[config.mk]
export PLATFORM = sky130hd
export DESIGN_NAME = memory_adaptor
export DESIGN_NICKNAME = d
export VERILOG_FILES = /design/src/rtl/memory_adaptor.sv
export SDC_FILE = /design/constraint.sdc
export NUM_CORES = 1
export LEC_CHECK = 0
export ABC_CLOCK_PERIOD_IN_PS = 8000
export BUFFER_PORTS_ARGS = -buffer_cell sky130_fd_sc_hd__buf_4
export CORE_UTILIZATION = 57
export DETAILED_ROUTE_END_ITERATION = 6
export HOLD_SLACK_MARGIN = 0.1
export PLACE_DENSITY = 0.83
export SYNTH_ARGS = -nofsm -noshare
export SYNTH_HDL_FRONTEND = slang
export SYNTH_SLANG_ARGS = --single-unit
[constraint.sdc]
create_clock -name clk_in -period 8 [get_ports clk_in]
set_input_delay 1.2 -clock clk_in [delete_from_list [all_inputs] [get_ports clk_in]]
set_output_delay 1.2 -clock clk_in [all_outputs]
set_load 0.01 [all_outputs]
[src/rtl/memory_adaptor.sv]
// Shares the single byte-wide memory port between instruction fetch and the LSU.
// Each granted task is serialised into pipelined byte accesses and finishes with a one-cycle done pulse.
module memory_adaptor (
    input  logic        clk_in,
    input  logic        rst_in,
    input  logic        rdy_in,
    input  logic        flush_pipline,
    input  logic        request_ins_from_memory_adaptor,
    input  logic [31:0] insaddr_to_be_fetched_from_memory_adaptor,
    output logic [31:0] ins_fetched_from_memory_adaptor,
    output logic        insfetch_task_done,
    input  logic        lsu_request,
    input  logic        lsu_is_write,
    input  logic [31:0] lsu_addr,
    input  logic [1:0]  lsu_size,
    input  logic [31:0] lsu_write_data,
    output logic [31:0] lsu_read_data,
    output logic        lsu_task_done,
    input  logic [7:0]  mem_din,
    output logic [7:0]  mem_dout,
    output logic [31:0] mem_a,
    output logic        mem_wr,
    input  logic        io_buffer_full
);

    typedef enum logic [1:0] {IDLE, IF_READ, LS_READ, LS_WRITE} state_t;

    state_t      state_q, state_d;
    logic        lastIf_q, lastIf_d;
    logic [31:0] addr_q, addr_d;
    logic [31:0] wdata_q, wdata_d;
    logic [2:0]  count_q, count_d;
    logic [2:0]  idx_q, idx_d;
    logic        pend_q, pend_d;
    logic [31:0] buf_q, buf_d;
    logic [31:0] insData_q, insData_d;
    logic [31:0] lsuData_q, lsuData_d;
    logic        insDone_q, insDone_d;
    logic        lsuDone_q, lsuDone_d;

    logic        ifReq, lsReq, grantIf, grantLs;
    logic        flushed, reading, readAccess, capture, readDone;
    logic        ioStall, writeAccess, writeDone;
    logic [2:0]  lsuBytes;
    logic [1:0]  pendIdx;
    logic [31:0] curAddr, merged;

    // A requester whose done is pulsing this cycle is still holding its old request; ignore it.
    always_comb begin
        ifReq    = request_ins_from_memory_adaptor && !flush_pipline && !insDone_q;
        lsReq    = lsu_request && !lsuDone_q;
        grantIf  = (state_q == IDLE) && rdy_in && ifReq && (!lsReq || !lastIf_q);
        grantLs  = (state_q == IDLE) && rdy_in && lsReq && !grantIf;
        case (lsu_size)
            2'd0:    lsuBytes = 3'd1;
            2'd1:    lsuBytes = 3'd2;
            default: lsuBytes = 3'd4;
        endcase
        curAddr     = addr_q + {29'd0, idx_q};
        flushed     = (state_q == IF_READ) && flush_pipline;
        reading     = rdy_in && !flushed && ((state_q == IF_READ) || (state_q == LS_READ));
        readAccess  = reading && (idx_q < count_q);
        capture     = reading && pend_q;
        readDone    = capture && (idx_q == count_q);
        ioStall     = (curAddr[17:16] == 2'b11) && io_buffer_full;
        writeAccess = rdy_in && (state_q == LS_WRITE) && !ioStall;
        writeDone   = writeAccess && (idx_q == count_q - 3'd1);
        pendIdx     = idx_q[1:0] - 2'd1;
        merged      = buf_q;
        merged[{pendIdx, 3'b000} +: 8] = mem_din;
    end

    always_ff @(posedge clk_in) begin
        if (rst_in) begin
            state_q   <= IDLE;
            lastIf_q  <= 1'b0;
            addr_q    <= '0;
            wdata_q   <= '0;
            count_q   <= '0;
            idx_q     <= '0;
            pend_q    <= 1'b0;
            buf_q     <= '0;
            insData_q <= '0;
            lsuData_q <= '0;
            insDone_q <= 1'b0;
            lsuDone_q <= 1'b0;
        end else begin
            state_q   <= state_d;
            lastIf_q  <= lastIf_d;
            addr_q    <= addr_d;
            wdata_q   <= wdata_d;
            count_q   <= count_d;
            idx_q     <= idx_d;
            pend_q    <= pend_d;
            buf_q     <= buf_d;
            insData_q <= insData_d;
            lsuData_q <= lsuData_d;
            insDone_q <= insDone_d;
            lsuDone_q <= lsuDone_d;
        end
    end

    always_comb begin
        state_d   = state_q;
        lastIf_d  = lastIf_q;
        addr_d    = addr_q;
        wdata_d   = wdata_q;
        count_d   = count_q;
        idx_d     = idx_q;
        pend_d    = pend_q;
        buf_d     = buf_q;
        insData_d = insData_q;
        lsuData_d = lsuData_q;
        insDone_d = rdy_in ? 1'b0 : insDone_q;
        lsuDone_d = rdy_in ? 1'b0 : lsuDone_q;
        unique case (state_q)
            IDLE: begin
                if (grantIf || grantLs) begin
                    state_d  = grantIf ? IF_READ : (lsu_is_write ? LS_WRITE : LS_READ);
                    lastIf_d = grantIf;
                    addr_d   = grantIf ? insaddr_to_be_fetched_from_memory_adaptor : lsu_addr;
                    count_d  = grantIf ? 3'd4 : lsuBytes;
                    wdata_d  = lsu_write_data;
                    idx_d    = '0;
                    pend_d   = 1'b0;
                    buf_d    = '0;
                end
            end
            IF_READ, LS_READ: begin
                if (flushed) begin
                    state_d = IDLE;
                end else if (!rdy_in) begin
                    // Data due during a pause is lost, so that byte is addressed again on resume.
                    if (pend_q) begin
                        idx_d  = idx_q - 3'd1;
                        pend_d = 1'b0;
                    end
                end else begin
                    if (capture)    buf_d = merged;
                    if (readAccess) idx_d = idx_q + 3'd1;
                    pend_d = readAccess;
                    if (readDone) begin
                        state_d = IDLE;
                        if (state_q == IF_READ) begin
                            insData_d = merged;
                            insDone_d = 1'b1;
                        end else begin
                            lsuData_d = merged;
                            lsuDone_d = 1'b1;
                        end
                    end
                end
            end
            LS_WRITE: begin
                if (writeAccess) begin
                    idx_d = idx_q + 3'd1;
                    if (writeDone) begin
                        state_d   = IDLE;
                        lsuDone_d = 1'b1;
                    end
                end
            end
            default: state_d = IDLE;
        endcase
    end

    always_comb begin
        mem_a    = '0;
        mem_wr   = 1'b0;
        mem_dout = '0;
        if (readAccess) mem_a = curAddr;
        if (writeAccess) begin
            mem_a    = curAddr;
            mem_wr   = 1'b1;
            mem_dout = wdata_q[{idx_q[1:0], 3'b000} +: 8];
        end
        insfetch_task_done              = insDone_q && rdy_in;
        lsu_task_done                   = lsuDone_q && rdy_in;
        ins_fetched_from_memory_adaptor = insData_q;
        lsu_read_data                   = lsuData_q;
    end

endmodule

==> results_dict.tcl <==
set metrics [dict create \
    detailroute.via_count 7730 \
    die-width_um 122 \
    power.total_uw 2530 \
    post_route_cells_drive_above_1_share_pct 23.0 \
    ys_warn_count 0 \
    floorplan.initialDensity_pct 58.5 \
    ys_seq_area_share_pct 42.3 \
    floorplan.die_area_sq_um 14800 \
    nets 1320 \
    dp_cells 1348 \
    worst-path-max-fanout 32 \
    clk_path_buf_depth 2 \
    unrepaired_setup_endpoints_after_global_routing "no" \
    worst_pin_slew_ps 986 \
    pre_cts_ws_ps 3060 \
    clock_pin_transition_on_the_worst_setup_and_hold_timing_paths_ps 60 \
    ys_seq_elements 172 \
    first_global_vias 6946 \
    cts_sinks 172 \
    post_cts_setup_buffers 0 \
    fin_ws_ps 2630 \
    cp-start-kind "register" \
    power.ir.vdd_worst_v 0.000188 \
    drt-initial-drc-count 678 \
    hold_crit_start "buf_q[10]$_SDFFE_PP0P_" \
    timing.critical_path.buf_inv 1 \
    timing.critical_path.required_ps 6800 \
    placement.cell_area_sq_um 9810 \
    area_of_all_placed_cells_without_fillers_sq_um 10400 \
    gr-usage-all-layers_pct 28.9 \
    tritoncts "built" \
    insertedDiodeCount 0 \
    timing.final.max_slew_violations 0 \
    outcome "complete, no violations" \
    layout_worst_path_cycle_share_pct 67.1 \
    route.antenna.remaining_nets 0 \
    min_delay_path_depth 2 \
    buffer_ports.inserted 220 \
    area_growth_pct 27.6 \
    drt-total-wl_um 21200 \
    worst_path_top_cell_family_by_delay "compound AO/OA/AOI/OAI gates" \
    post_synth_instance_area_sq_um 8150 \
    synth_cells 1012 \
    vias_per_cell 5.61 \
    synth_fp_nets 1145 \
    layout.cells.non_filler 1378 \
    antenna_found_initial 0 \
    cts.htree.levels 4 \
    dominantRegCellSynth "sky130_fd_sc_hd__dfxtp_1" \
    num_io_pins 221 \
    synthDistinctLibCells 43 \
    synth-edff-count 0 \
    critical_path.reg2reg.startpoint "idx_q[0]$_SDFFE_PP0P_" \
    master_cell_of_the_clock_root_buffer "sky130_fd_sc_hd__clkbuf_16" \
    mostFrequentLayoutCells "sky130_fd_sc_hd__buf_4 (228), sky130_fd_sc_hd__nand2_1 (188), sky130_fd_sc_hd__dfxtp_1 (172)" \
    skew_ps 8.26 \
    finalCriticalPeriod_ps 5370 \
    crit_chain "ha_1 -> fa_1 -> a21o_1 -> nand4_1 -> or3_1 -> a221o_1 -> a31oi_4 -> nor2_1 -> buf_4" \
    clock.fmax_mhz 186 \
    timing.critical_path.arrival_ps 4170 \
    syn_area_per_cell_sq_um 8.05 \
    placement_rows 43 \
    grt_pass1_wl_um 34000 \
    globalRoute.totalOverflow 0 \
    cts_buffers 17 \
    worstHoldPathType "reg -> reg" \
    post_drt_wl_per_cell_um 15.4 \
    setup.worst_path.class "reg -> out" \
    report.final.setup_viol 0 \
    reg2reg_depth 7 \
    fp.dieH_um 122 \
    place.detailed.hpwl_um 14100 \
    clk_latency_ps 420 \
    finalSetupTns_ps 0 \
    grt_max_degree 90 \
    most_common_cell_after_layout_fill_and_taps_aside "sky130_fd_sc_hd__buf_4" \
    core_area_sq_um 13900 \
    gpl.final_weighted_congestion 0.875 \
    holdPathEnd "buf_q[10]$_SDFFE_PP0P_" \
    postSynth.asyncResetShare_pct 0 \
    final_hold_violation_count 0 \
    maxSlewHeadroom_pct 33.7 \
    rrSetupSlack_ps 4460 \
    power_density_nw_per_um2 244 \
    power_leakage_uw 0.00403 \
    cts_hold_repair.buffers 0 \
    drc_errors 0 \
    critical-path-slowest-cell "sky130_fd_sc_hd__dfxtp_1" \
    post_cts.resized_instances 0 \
    maxCapViolCount 0 \
    detail_route.first_pass.iterations 6 \
    end_kind "output port" \
    worst_r2r_endpoint "buf_q[9]$_SDFFE_PP0P_" \
    critical_path.max_stage_delay_ps 970 \
]
-- power breakdown --
part / internal, uW / switching (uW) / total, uW
registers: 946 / 86.5 / 1030
clock network: 485 / 336 / 821
logic: 252 / 427 / 679
total: 1680 / 850 / 2530
-- how the worst max path moves through the flow --
stage                                     start   endpoint  slack [ps]  depth (start not counted)
after global routing      idx_q[0]$_SDFFE_PP0P_  mem_a[22]        2260                          9
final                     idx_q[0]$_SDFFE_PP0P_  mem_a[25]        2630                          9
after detailed placement  idx_q[0]$_SDFFE_PP0P_   mem_a[9]        3060                          9
after global placement    idx_q[0]$_SDFFE_PP0P_  mem_a[17]        3210                          9
after CTS                 idx_q[0]$_SDFFE_PP0P_  mem_a[17]        2600                          9
after floorplan                          rdy_in  mem_a[16]        4340                          8
-- stage by stage --
| stage | util (%) | hold slack [ps] |
|---|---|---|
| floorplan | - | 427 |
| global placement | 70.4 | 433 |
| detailed placement | 70.4 | 438 |
| CTS | 74.6 | 447 |
| global route | 74.6 | 458 |
| finish | 74.6 | 446 |
-- cell families (layout without fill, tap and decap cells) --
kind of cell	Yosys count	after routing	synth area share, %
AO/OA/AOI/OAI	223	223	18.1
XOR/XNOR	33	33	3.55
adder cells (fa/ha/maj)	19	19	3.01
buffers and inverters	86	272	4.24
flip-flops	172	172	42.3
multiplexers	14	14	2.95
AND/OR/NAND/NOR	465	465	25.9
-- flip-flops by register name, indices dropped and copies added, names as in the netlist, named ones only --
register,flops
lastIf_q,1
pend_q,1
idx_q,3
ins_fetched_from_memory_adaptor,32
lsuDone_q,1
buf_q,32
count_q,3
state_q,2
wdata_q,32
addr_q,32
lsu_read_data,32
-- synth_stat cells (3+ instances only) --
master | count | area share, %
sky130_fd_sc_hd__nand2_1 | 189 | 8.7
sky130_fd_sc_hd__clkbuf_1 | 63 | 2.9
sky130_fd_sc_hd__buf_6 | 3 | 0.41
sky130_fd_sc_hd__a211oi_1 | 64 | 5.9
sky130_fd_sc_hd__o21ai_0 | 5 | 0.31
sky130_fd_sc_hd__mux2i_1 | 6 | 0.74
sky130_fd_sc_hd__and3_1 | 9 | 0.69
sky130_fd_sc_hd__xor2_1 | 18 | 1.9
sky130_fd_sc_hd__buf_1 | 6 | 0.28
sky130_fd_sc_hd__or3_1 | 32 | 2.5
sky130_fd_sc_hd__nor3b_1 | 3 | 0.28
sky130_fd_sc_hd__and2_1 | 5 | 0.38
sky130_fd_sc_hd__mux4_2 | 8 | 2.2
sky130_fd_sc_hd__nand4_1 | 9 | 0.69
sky130_fd_sc_hd__dfxtp_1 | 172 | 42
sky130_fd_sc_hd__nor3_1 | 11 | 0.68
sky130_fd_sc_hd__and4_1 | 6 | 0.64
sky130_fd_sc_hd__nand3_1 | 12 | 0.74
sky130_fd_sc_hd__inv_1 | 14 | 0.64
sky130_fd_sc_hd__nor2b_1 | 46 | 3.5
sky130_fd_sc_hd__a21oi_1 | 107 | 6.6
sky130_fd_sc_hd__xnor2_1 | 15 | 1.6
sky130_fd_sc_hd__a311oi_1 | 33 | 3.5
sky130_fd_sc_hd__nor2_1 | 138 | 6.4
sky130_fd_sc_hd__ha_1 | 18 | 2.8
-- area by class of cell --
class,count,area (sq um)
fill,1078,3540
multi-input combinational,754,4380
inverter,14,52.6
sequential,172,3440
clock buffer,22,474
clock inverter,8,109
timing repair buffer,228,1710
tap,180,225
-- layer usage --
| layer | track usage (%) | vias to the layer above | wire length, um |
|---|---|---|---|
| li1 | - | 3850 | - |
| met1 | 37.3 | 3588 | 9310 |
| met2 | 47.7 | 260 | 10300 |
| met3 | 6.32 | 32 | 1150 |
| met4 | 9.80 | 0 | 377 |
| met5 | 0 | - | 0 |
-- worst min-delay path, delay by kind of cell (launching register included) --
kind,cells,cell delay (ps)
flip-flops,1,300
AND/OR/NAND/NOR,1,50
AO/OA/AOI/OAI,1,50
No activity file was read; power rests on OpenSTA's default activity.
